### config.mk
export PLATFORM = sky130hd
export DESIGN_NAME = dm_port_arbiter
export DESIGN_NICKNAME = d
export VERILOG_FILES = /design/src/rtl/dm_port_arbiter.sv
export SDC_FILE = /design/constraint.sdc
export NUM_CORES = 1
export LEC_CHECK = 0
export ABC_AREA = 1
export BUFFER_PORTS_ARGS = -buffer_cell sky130_fd_sc_hd__buf_2
export CAP_MARGIN = 20
export CORE_UTILIZATION = 30
export DETAILED_ROUTE_END_ITERATION = 16
export PLACE_DENSITY = 0.72
export SYNTH_ARGS = -nofsm -noshare
export SYNTH_HDL_FRONTEND = slang
export SYNTH_SLANG_ARGS = --single-unit
### constraint.sdc
create_clock -name clk -period 3.7 [get_ports clk]
set_input_delay 0.185 -clock clk [delete_from_list [all_inputs] [get_ports clk]]
set_output_delay 0.185 -clock clk [all_outputs]
set_load 0.005 [all_outputs]
### src/rtl/dm_port_arbiter.sv
// Data-memory port arbiter: pipeline (P) has fixed priority, debug port (D) is aged
// so it is forced through after MAX_WAIT consecutive denied cycles.
//
// state   | meaning
// --------+--------------------------------------------------
// RD_NONE | no read return expected this cycle
// RD_P    | mem_rdata this cycle belongs to the pipeline read
// RD_D    | mem_rdata this cycle belongs to the debug read
module dm_port_arbiter #(
  parameter int DATA_W   = 16,
  parameter int ADDR_W   = 16,
  parameter int MAX_WAIT = 4,
  parameter int WAIT_W   = 3
) (
  input  logic              clk,
  input  logic              reset,
  input  logic              p_req,
  input  logic              p_rw,
  input  logic [ADDR_W-1:0] p_addr,
  input  logic [DATA_W-1:0] p_wdata,
  output logic              p_stall,
  output logic              p_rvalid,
  output logic [DATA_W-1:0] p_rdata,
  input  logic              d_req,
  input  logic              d_rw,
  input  logic [ADDR_W-1:0] d_addr,
  input  logic [DATA_W-1:0] d_wdata,
  output logic              d_gnt,
  output logic              d_rvalid,
  output logic [DATA_W-1:0] d_rdata,
  output logic              mem_en,
  output logic              mem_rw,
  output logic [ADDR_W-1:0] mem_addr,
  output logic [DATA_W-1:0] mem_wdata,
  input  logic [DATA_W-1:0] mem_rdata
);

  localparam logic [WAIT_W-1:0] WAIT_MAX = WAIT_W'(MAX_WAIT);

  typedef enum logic [1:0] {
    RD_NONE = 2'd0,
    RD_P    = 2'd1,
    RD_D    = 2'd2
  } rd_state_t;

  rd_state_t         state;
  logic [WAIT_W-1:0] wait_cnt;
  logic [DATA_W-1:0] p_hold;
  logic [DATA_W-1:0] d_hold;
  logic              force_d;
  logic              gnt_p;
  logic              gnt_d;

  assign force_d = d_req & (wait_cnt == WAIT_MAX);
  assign gnt_p   = p_req & ~force_d;
  assign gnt_d   = d_req & ~gnt_p;

  assign p_stall = p_req & ~gnt_p;
  assign d_gnt   = gnt_d;
  assign mem_en  = gnt_p | gnt_d;

  always_comb begin
    mem_rw    = 1'b0;
    mem_addr  = '0;
    mem_wdata = '0;
    if (gnt_p) begin
      mem_rw    = p_rw;
      mem_addr  = p_addr;
      mem_wdata = p_wdata;
    end else if (gnt_d) begin
      mem_rw    = d_rw;
      mem_addr  = d_addr;
      mem_wdata = d_wdata;
    end
  end

  assign p_rvalid = (state == RD_P);
  assign d_rvalid = (state == RD_D);

  // Returning data is forwarded straight through, then held for later cycles.
  assign p_rdata = p_rvalid ? mem_rdata : p_hold;
  assign d_rdata = d_rvalid ? mem_rdata : d_hold;

  always_ff @(posedge clk) begin
    if (reset) begin
      state    <= RD_NONE;
      wait_cnt <= '0;
      p_hold   <= '0;
      d_hold   <= '0;
    end else begin
      if (d_req && !gnt_d) begin
        if (wait_cnt != WAIT_MAX) wait_cnt <= wait_cnt + WAIT_W'(1);
      end else begin
        wait_cnt <= '0;
      end

      if (state == RD_P) p_hold <= mem_rdata;
      if (state == RD_D) d_hold <= mem_rdata;

      if (gnt_p && !p_rw)      state <= RD_P;
      else if (gnt_d && !d_rw) state <= RD_D;
      else                     state <= RD_NONE;
    end
  end

endmodule

After elaboration in Yosys (flattened, before gate mapping)
Index checks and enable logic that the tools add are counted.
{ "op_classes": {"add_sub_neg": 1, "n_eq_ne": 4, "muxes": 10, "n_bitwise": 8, "reduce_logical": 8} }
{ "op_table": {"columns": ["op", "count"], "rows": [
  ["2-to-1 mux 16 bit", 6],
  ["bitwise AND 1 bit", 4],
  ["OR reduction 2 bit", 2],
  ["adder 3 x 1 -> 3 bit (second input constant)", 1],
  ["equality test 3 bit (second input constant)", 1],
  ["logical AND 1 bit", 3],
  ["logical NOT 1 bit", 3],
  ["2-to-1 mux 1 bit", 3],
  ["inequality test 3 bit (second input constant)", 1],
  ["inverter 1 bit", 3],
  ["equality test 2 x 1 -> 1 bit (second input constant)", 1],
  ["equality test 2 bit (second input constant)", 1],
  ["2-to-1 mux 2 bit", 1],
  ["bitwise OR 1 bit", 1]
]} }
{ "word_totals": {"register_bits": 37, "in_bits": 86, "output_inout_bits": 70, "elab_cells": 36} }

Longest topological paths before layout
Gate-level depths: netlist of run 1.
{ "logic_depth": {"word_depth": 10, "mapped_depth": 7, "depth_no_buf": 7} }

Least setup slack after synthesis of run 1
Ideal clock, no wire load.
{ "synth_path": {"kind": "register to output", "startpoint": "register wait_cnt[0]", "endpoint": "output port mem_addr[0]", "arrival_ps": 1175, "t_required_ps": 3515, "slack_ps": 2340, "path_stages_with_launch": 8, "n_path_buf": 1, "path_cell_list": "dfxtp_1 > inv_1 > ha_1 > nand2_4 > a21oi_4 > buf_6 > nand2_1 > nand2_1"} }
{ "synth_via": {"elab_chain_len": 8} }
{ "synth_lines": {"columns": ["element", "line", "rtl"], "rows": [
  ["from (decl)", "47", "logic [WAIT_W-1:0] wait_cnt;"],
  ["from (signal assigned)", "92", "if (wait_cnt != WAIT_MAX) wait_cnt <= wait_cnt + WAIT_W'(1);"],
  ["equality test 3 bit", "54", "assign force_d = d_req & (wait_cnt == WAIT_MAX);"],
  ["bitwise AND 1 bit", "54", null],
  ["inverter 1 bit", "55", "assign gnt_p = p_req & ~force_d;"],
  ["bitwise AND 1 bit", "55", null],
  ["inverter 1 bit", "56", "assign gnt_d = d_req & ~gnt_p;"],
  ["bitwise AND 1 bit", "56", null],
  ["net d_gnt", "28", "output logic d_gnt,"],
  ["2-to-1 mux 16 bit", "70", "end else if (gnt_d) begin"],
  ["2-to-1 mux 16 bit", "66", "if (gnt_p) begin"],
  ["to (decl)", "33", "output logic [ADDR_W-1:0] mem_addr,"]
]} }
The timed path passes the listed nets, and every way through them passes these cells.

Final worst setup path of run 1
{ "layout_path": {"startpoint": "register wait_cnt[0]", "endpoint": "output port mem_addr[11]"} }
{ "layout_via": {"elab_chain_len": 8} }
{ "layout_lines": {"columns": ["element", "line"], "rows": [
  ["equality test 3 bit *", "54"],
  ["bitwise AND 1 bit *", "54"],
  ["inverter 1 bit *", "55"],
  ["bitwise AND 1 bit *", "55"],
  ["inverter 1 bit", "56"],
  ["bitwise AND 1 bit", "56"],
  ["2-to-1 mux 16 bit", "70"],
  ["2-to-1 mux 16 bit *", "66"]
]} }
Every way passes the cells marked *; elsewhere a longest branch is shown, timed or not.

==> results of run 1 <==
-- cell families (layout without fill, tap and decap cells) --
group                    Yosys count  in the layout  share of synthesized area [%]
AND/OR/NAND/NOR                  183            183                           35.7
buffers and inverters             95            238                           18.8
flip-flops                        37             37                           35.2
AO/OA/AOI/OAI                     34             34                           8.63
adder cells (fa/ha/maj)            2              2                           1.19
XOR/XNOR                           1              1                          0.417
-- critical path, stage by stage, from the launching register on --
cell and delay (ns):
dfxtp_1 0.32, inv_1 0.09, ha_1 0.26, nand2_4 0.10, a21oi_4 0.62, nand2_1 0.13
nand2_1 0.09, buf_2 0.11
-- sequential cells by signal, indices dropped and copies added (netlist names) --
name and cells:
wait_cnt 3, d_hold 16, state 2, p_hold 16
-- power by group through the flow --
stage          registers [W]  logic (W)  clock network (W)
6_report            0.000418   0.000205           0.000353
5_1_grt             0.000419   0.000235           0.000379
4_1_cts             0.000418   0.000207           0.000368
3_5_place_dp        0.000427   0.000205                  0
3_3_place_gp        0.000427   0.000204                  0
2_1_floorplan       0.000426   0.000103                  0
-- final timing paths --
kind | start | end | slack (ns) | depth (start not counted)
max | wait_cnt[0]$_SDFFE_PP0P_ | mem_addr[11] | 1.52 | 7
min | p_rw | state[0]$_SDFF_PP0_ | 0.12 | 2
max reg2reg | wait_cnt[0]$_SDFFE_PP0P_ | state[0]$_SDFF_PP0_ | 2.05 | 5
min reg2reg | p_hold[1]$_SDFF_PP0_ | p_hold[1]$_SDFF_PP0_ | 0.55 | 4
-- metal layers --
| layer | global-route usage [%] | up-vias | routed length, um |
|---|---|---|---|
| met4 | 4.09 | 0 | 59 |
| li1 | - | 1327 | - |
| met5 | 0 | - | 0 |
| met2 | 31.3 | 108 | 2850 |
| met1 | 16.8 | 1055 | 2540 |
| met3 | 3.27 | 6 | 416 |
-- layout make-up --
class	count	area [um2]	share of cell area [%]
multi-input combinational	220	966	32.2
timing repair buffer	155	776	25.9
sequential	37	741	24.7
inverter	75	282	9.38
tap	96	120	4.00
clock buffer	7	86.3	2.88
clock inverter	1	30.0	1.00
-- Yosys cell counts, drive strengths merged --
cell | number | area (um2)
nand3 | 35 | 180
nor2 | 38 | 143
nand2 | 107 | 409
clkbuf | 6 | 25.0
o21ai | 32 | 160
nand3b | 1 | 7.51
inv | 75 | 282
buf | 14 | 88.8
ha | 2 | 25.0
nor3 | 1 | 5.00
a21oi | 2 | 21.3
dfxtp | 37 | 741
xor2 | 1 | 8.76
nand4 | 1 | 6.26
-- stage by stage --
step	total power [W]	worst slack (ns)	hold slack (ns)	std cells	util [%]
final	0.000976	1.52	0.118	591	44.2
after global routing	0.00103	1.27	0.101	591	44.2
after CTS	0.000993	1.49	0.110	591	44.2
after detailed placement	0.000633	1.82	0.419	583	42.4
after global placement	0.000630	1.89	0.425	583	42.4
after floorplan	0.000529	2.34	0.263	352	-
==> run metrics, run 1 <==
Post-Syn Nets between 400 and 500; Internal Pwr Total 0.000732 W; Syn Std Cell Area between 0.002 and 0.0025 mm2; Clock power frac 36.2%; Fmax 460 MHz; Max IR drop VDD about 0.00013 V; Die H 85.7 um; Cells after Synth 352; clock slew at reported path FFs 0.07 ns; DIE AREA roughly 0.0073 mm2; max-cap violation count 0; area growth from synthesis to layout 42.7%; Num CTS Buffers 5; DRC viols 0; worst slew pin tran between 0.9 and 1 ns; H-tree depth 2; Ys Warns 0; initial antenna violation count 0; final hold vios 0; commonest non-fill, non-tap cell in the layout buf_2; TritonRoute pass-1 iters 4; Crit Path Class flip-flop to output pin; Post-CTS Hold Fix Bufs 0; Clock Root Buffer clkbuf_8; # diodes 0; DP HPWL about 4500 um; Max Clock Skew 0.00670 ns; post-CTS sizing 0; number of post-CTS setup repair buffers 0; placed inst area slightly below 0.003 mm2; final wirelength between 5000 and 6000 um; slew margin rel. about a third; NetSw about 0.00024 W; Final ANT Viol Nets 0; Arrival @ worst endpoint around 2.0 ns; largest net degree at the start of global routing 39; RePlAce Congestion 0.836; Finished Cell Area ~0.003 mm2; via-per-instance ratio about 4.2; part of the power in registers between 40% and 50%; Sw Ratio 25.0%; CP Data Required Time between 3 and 4 ns; drt wl/cell about 9.9 um; GRT Util Overall ~16%; Skew-Pair Late Insertion Delay approximately 0.28 ns; commonest cells after routing, fill and taps aside 155 x buf_2, 106 x nand2_1, 75 x inv_1; RSZ-0062 raised after global routing false; Comb power frac between 20% and 30%; sequential-to-total area share from yosys stat between 30% and 40%; clock sinks 37; PwrDens 325 mW/mm2; ratio of cells with drive above 1 in the final layout roughly a third; period utilisation layout 58.8%; core box area just under 0.007 mm2; Initial Util 30.9%; clk buf depth 2; synthesis-stage register bit count 37; Startpoint Class flip-flop; Row Count 30; fin crit period 2.18 ns; Final Max Slew Viols 0; nets@finish 582; status finished, final reports clean; setup_tns 0 ns; Die W 85.7 um; Filler Cell Count 722; I/O Pins about 160; leak pwr 2.04 nW; library cells used by synthesis 21; final setup fails 0; Hold Path Class input port to flip-flop; mean area per synthesized cell 5.97 um2; CTS tree done; PortBufs between 150 and 200; first-pass GRT wire length slightly above 9000 um; via count around 2500; Worst Path Max Fanout 34; total congestion overflow 0; vias in the first global route approximately 2200; DRT iter0 DRCs slightly below 50; CP Capture Type output pin
No activity file was read; power rests on OpenSTA's default activity.
==> run 2, diff against run 1 <==
PLACE_DENSITY = 0.74   (was 0.72)
clock period = 1.86 ns   (was 3.7 ns; I/O delays follow)
==> run 2 against run 1 <==
  * Global-route usage is 0.13 points higher
  * Critical path type unchanged
  * Largest power group unchanged
  * Largest cell class unchanged
  * Worst setup slack worse by 1.4 ns
  * Final cell count grew 1.7%
  * Die area stayed put
==> run metrics, run 2 (same netlist as run 1, synthesis figures left out) <==
Clock Root Buffer clkbuf_8; via count approximately 2600; Row Count 30; Fmax 572 MHz; total congestion overflow 0; largest net degree at the start of global routing 38; H-tree depth 2; Max IR drop VDD 0.000235 V; final core occ a little under half; Initial Util just over 30%; PortBufs roughly 160; biggest regs d_hold x16, p_hold x16, wait_cnt x3; DP HPWL between 4000 and 5000 um; period utilisation layout between 90 and 100%; Die H 85.7 um; Storage cell area 742 um2; Die W about 86 um; HP Start d_rw; clock sinks 37; Num CTS Buffers 5; RePlAce Congestion just under 0.8; commonest non-fill, non-tap cell in the layout buf_2; final wirelength 6140 um; CP Capture Type output pin; vias in the first global route around 2300; Worst Hold Depth 3; Final ANT Viol Nets 0; max-cap violation count 0; clk buf depth 2; clock slew at reported path FFs 0.07 ns; GRT Util Overall between 10% and 20%; Max Clock Skew about 0.0056 ns; TritonRoute pass-1 iters 5; # diodes 0; CTS tree done; status finished, final reports clean; DRT iter0 DRCs a little over 50; drt wl/cell 10.2 um; area growth from synthesis to layout 49.6%; fin crit period approximately 1.7 ns; first-pass GRT wire length roughly 9400 um; leak pwr approximately 2.1 nW; ratio of cells with drive above 1 in the final layout a little over a third; core box area 0.00679 mm2; setup_tns 0 ns; worst slew pin tran ~0.35 ns; Startpoint Class flip-flop; slew margin rel. 76.8%; Final Max Slew Viols 0; Crit Path Class flip-flop to output pin; Filler Cell Count 717; Arrival @ worst endpoint about 1.7 ns; final setup fails 0; PwrDens ~630 mW/mm2; DIE AREA 0.00735 mm2; Worst Path Max Fanout 17; Skew-Pair Late Insertion Delay around 0.28 ns; Hold Path Class input port to flip-flop; CP Data Required Time ~1.8 ns; launch point of the worst path wait_cnt[0]$_SDFFE_PP0P_; initial antenna violation count 0; nets@finish ~590; final hold vios 0; RSZ-0062 raised after global routing false; R2R depth 6; I/O Pins 156; commonest cells after routing, fill and taps aside 155 x buf_2, 106 x nand2_1, 75 x inv_1; DRC viols 0; footprint of the multi-input gates approximately 0.0010 mm2; via-per-instance ratio approximately 4.3; Reg-to-Reg Start wait_cnt[0]$_SDFFE_PP0P_
## run 2: cell count changes in the layout (fill, tap and decap cells not counted)
cell           previous run  this run
ha_4                      0         1
clkbuf_16                 0         1
clkinvlp_4                0         1
buf_4                     0         5
dfxtp_2                   0         1
ha_1                      2         1
clkbuf_1                  1         0
nand3_4                   0         2
buf_12                    0         1
dfxtp_1                  37        36
nand3_2                   1         0
dlygate4sd3_1             0         2
## run 2: where the power goes
group	leakage, nW	switching, W	internal (W)
Sequential	0.302	0.00000780	0.000823
Combinational	1.73	0.000222	0.000213
Clock	0.0574	0.000275	0.000436
Total	2.09	0.000505	0.00147
## run 2: cell type report
cell class / count / area share [%]
clock buffer: 6 / 2.63
clock inverter: 2 / 1.19
inverter: 75 / 8.95
multi-input combinational: 221 / 31.9
sequential: 37 / 23.6
tap: 96 / 3.82
timing repair buffer: 164 / 27.9
## run 2: what timing repair did
action	4_1_cts	5_1_grt
gates cloned	0	2
hold endpoints to repair	1	0
pin swaps	0	3
setup endpoints to repair	35	35
setup buffers	0	1
hold buffers	2	0
gates resized for setup	1	4
## run 2: worst paths after layout
path | slack, ns | end
hold reg to reg | 0.55 | p_hold[10]$_SDFF_PP0_
hold / removal | 0.08 | state[1]$_SDFF_PP0_
setup reg to reg | 0.59 | state[0]$_SDFF_PP0_
setup / recovery | 0.11 | mem_wdata[15]
## run 2: routing by layer
metal	track usage, %	share of wire [%]	up-vias	wire length [um]
li1	-	-	1348	-
met1	16.4	41	1105	2510
met2	31.1	50	116	3100
met3	4.33	7.9	5	484
met4	4.70	0.85	0	52
met5	0	0	-	0
## run 2: per-stage QoR
step / cells / cell area (um2) / setup slack, ns / hold slack [ns] / total power (W)
2_1_floorplan: 352 / 2100 / 0.592 / 0.171 / 0.00105
3_3_place_gp: 588 / 2930 / 0.188 / 0.308 / 0.00126
3_5_place_dp: 588 / 2930 / 0.129 / 0.301 / 0.00127
4_1_cts: 598 / 3080 / 0.0377 / 0.0641 / 0.00200
5_1_grt: 601 / 3150 / 0.0110 / 0.0977 / 0.00211
6_report: 601 / 3150 / 0.111 / 0.0819 / 0.00198
## run 2: worst max-delay path: stages (launching register included)
cell and delay [ns]:
dfxtp_1 0.32, inv_1 0.12, ha_4 0.16, nand2_4 0.08, a21oi_4 0.25, clkbuf_16 0.22
nand2_1 0.06, nand2_1 0.05, buf_2 0.11
==> run 3, diff against run 2 <==
GPL_TIMING_DRIVEN = 0   (was default)
==> run 3 against run 2 <==
  * Clock skew is 0.0018 ns lower
  * Die area did not move
  * Non-clock buffer count up 16
  * Largest power group unchanged
  * Critical path type unchanged
  * Global-route usage up 1.8 points
  * Critical path depth increased by 1
  * Final cell count up 2.5%
  * Hold slack improved by 0.015 ns
==> run metrics, run 3 (same netlist as run 1, synthesis figures left out) <==
ratio of cells with drive above 1 in the final layout a little over a third; Top Usage Layer GRT met2; Sw Ratio between 20% and 30%; slew margin rel. ~65%; drt wl/cell 10.5 um; biggest regs d_hold x16, p_hold x16, wait_cnt x3; Final Max Slew Viols 0; Max Clock Skew about 0.0038 ns; Max IR drop VDD between 0.0002 and 0.0003 V; Storage cell area ~740 um2; CP Data Required Time approximately 1.8 ns; PwrDens just under 600 mW/mm2; commonest non-fill, non-tap cell in the layout buf_2; clock slew at reported path FFs around 0.070 ns; commonest cells after routing, fill and taps aside 163 x buf_2, 106 x nand2_1, 74 x inv_1; CP Capture Type output pin; area growth from synthesis to layout 49.6%; clock sinks 37; RePlAce Congestion around 0.8; I/O Pins 156; Num CTS Buffers 5; status finished, final reports clean; HP Start d_rw; Internal Pwr Total about 0.0013 W; pre-CTS setup slack roughly 0.33 ns; Reg-to-Reg Start state[1]$_SDFF_PP0_; DIE AREA 0.00735 mm2; Clock power frac 29.8%; Skew-Pair Late Insertion Delay 0.28 ns; Worst Path Max Fanout 10; Fmax 580 MHz; # diodes 0; max-cap violation count 0; nets@finish ~610; flop2flop setup slack between 0.6 and 0.7 ns; PortBufs 154; period utilisation layout between 90% and 100%; H-tree depth 2; footprint of the multi-input gates a little under 0.001 mm2; final wirelength between 6000 and 7000 um; R2R depth 5; Row Count 30; setup_tns 0 ns; Slowest-stage cell, CP dfxtp_1; worst slew pin tran about 0.52 ns; final hold vios 0; via count approximately 2700; via-per-instance ratio ~4.3; vias in the first global route ~2400; Filler Cell Count approximately 710; Die W roughly 86 um; M1 GR Usage approximately 20%; DRT iter0 DRCs 66; Final WS setup about 0.14 ns; worst r2r dst p_hold[5]$_SDFF_PP0_; core box area just under 0.007 mm2; Comb power frac approximately 25%; total congestion overflow 0; first-pass GRT wire length between 10000 and 15000 um; DP HPWL approximately 5100 um; TritonRoute pass-1 iters 4; CP most frequent cell nand2_1; Max stage delay on crit path between 0.3 and 0.4 ns; largest net degree at the start of global routing 12; NetSw about 0.00052 W; Initial Util ~31%; launch point of the worst path wait_cnt[1]$_SDFFE_PP0P_; leak pwr 2.11 nW; Final ANT Viol Nets 0; RSZ-0062 raised after global routing false; DRC viols 0; clk buf depth 2; met2 Use GR between 30 and 40%; GRT Util Overall around 18%; Die H around 86 um; part of the power in registers 45.7%; Finished Cell Area 0.00315 mm2; crit path cell chain inv_1 -> ha_4 -> nand2_4 -> a21oi_4 -> buf_12 -> buf_6 -> nand2_1 -> nand2_1 -> buf_2; fin crit period 1.72 ns; Crit Path Class flip-flop to output pin; Clock Root Buffer clkbuf_8; Arrival @ worst endpoint 1.63 ns; GR Util met3 roughly 4.4%; crit path to mem_addr[1]; Hold Path Class input port to flip-flop; Startpoint Class flip-flop; final setup fails 0; CTS tree done; placed inst area 0.00299 mm2; initial antenna violation count 0
## run 3: cell count changes in the layout (fill, tap and decap cells not counted), sizes merged
cell and change:
buf +12, clkbuf +5, clkinv +2, bufinv -1, clkinvlp -1, dlygate4sd3 -1
nand3 -1
## run 3: what timing repair did
action	CTS	global route
resized for setup	0	4
hold endpoints to repair	1	0
setup buffers	0	3
hold buffers	1	0
endpoints found under the setup margin	0	29
## run 3: layer usage
| layer | up-vias | routed length, um |
|---|---|---|
| met5 | - | 0 |
| met4 | 0 | 104 |
| met3 | 12 | 496 |
| met2 | 109 | 3170 |
| met1 | 1153 | 2720 |
| li1 | 1377 | - |
## run 3: area by class of cell
class	count	share of cell area [%]
Multi-Input combinational cell	220	31.1
Clock buffer	6	2.31
Timing Repair Buffer	160	26.3
Sequential cell	37	23.5
Inverter	75	8.95
Tap cell	96	3.82
Buffer	20	3.62
Clock inverter	2	0.318
## run 3: how the worst min path moves through the flow
stage	end	cells past startpoint	slack, ns
after floorplan	state[0]$_SDFF_PP0_	1	0.17
after global placement	state[0]$_SDFF_PP0_	2	0.29
after detailed placement	state[0]$_SDFF_PP0_	2	0.29
after CTS	state[1]$_SDFF_PP0_	3	0.10
after global routing	state[1]$_SDFF_PP0_	3	0.12
final	state[1]$_SDFF_PP0_	3	0.1
## run 3: through the flow
step | cells | hold slack (ns) | power [W] | util (%)
final | 616 | 0.0964 | 0.00182 | 46.3
after global routing | 616 | 0.116 | 0.00193 | 46.3
after CTS | 611 | 0.103 | 0.00182 | 45.4
after detailed placement | 602 | 0.295 | 0.00128 | 44.1
after global placement | 602 | 0.292 | 0.00127 | 44.1
after floorplan | 352 | 0.171 | 0.00105 | -
## run 3: power by group through the flow
stage	combinational (W)	sequential, W	clock [W]
after floorplan	0.000205	0.000848	0
after global placement	0.000425	0.000849	0
after detailed placement	0.000429	0.000850	0
after CTS	0.000434	0.000831	0.000551
after global routing	0.000506	0.000834	0.000590
final	0.000445	0.000832	0.000542
## run 3: worst max-delay path, delay by kind of cell (launching register included)
kind | cells | cell delay [ns]
buf+inv | 4 | 0.47
flops | 1 | 0.33
simple gates | 3 | 0.19
fa+ha+maj | 1 | 0.16
compound gates | 1 | 0.20
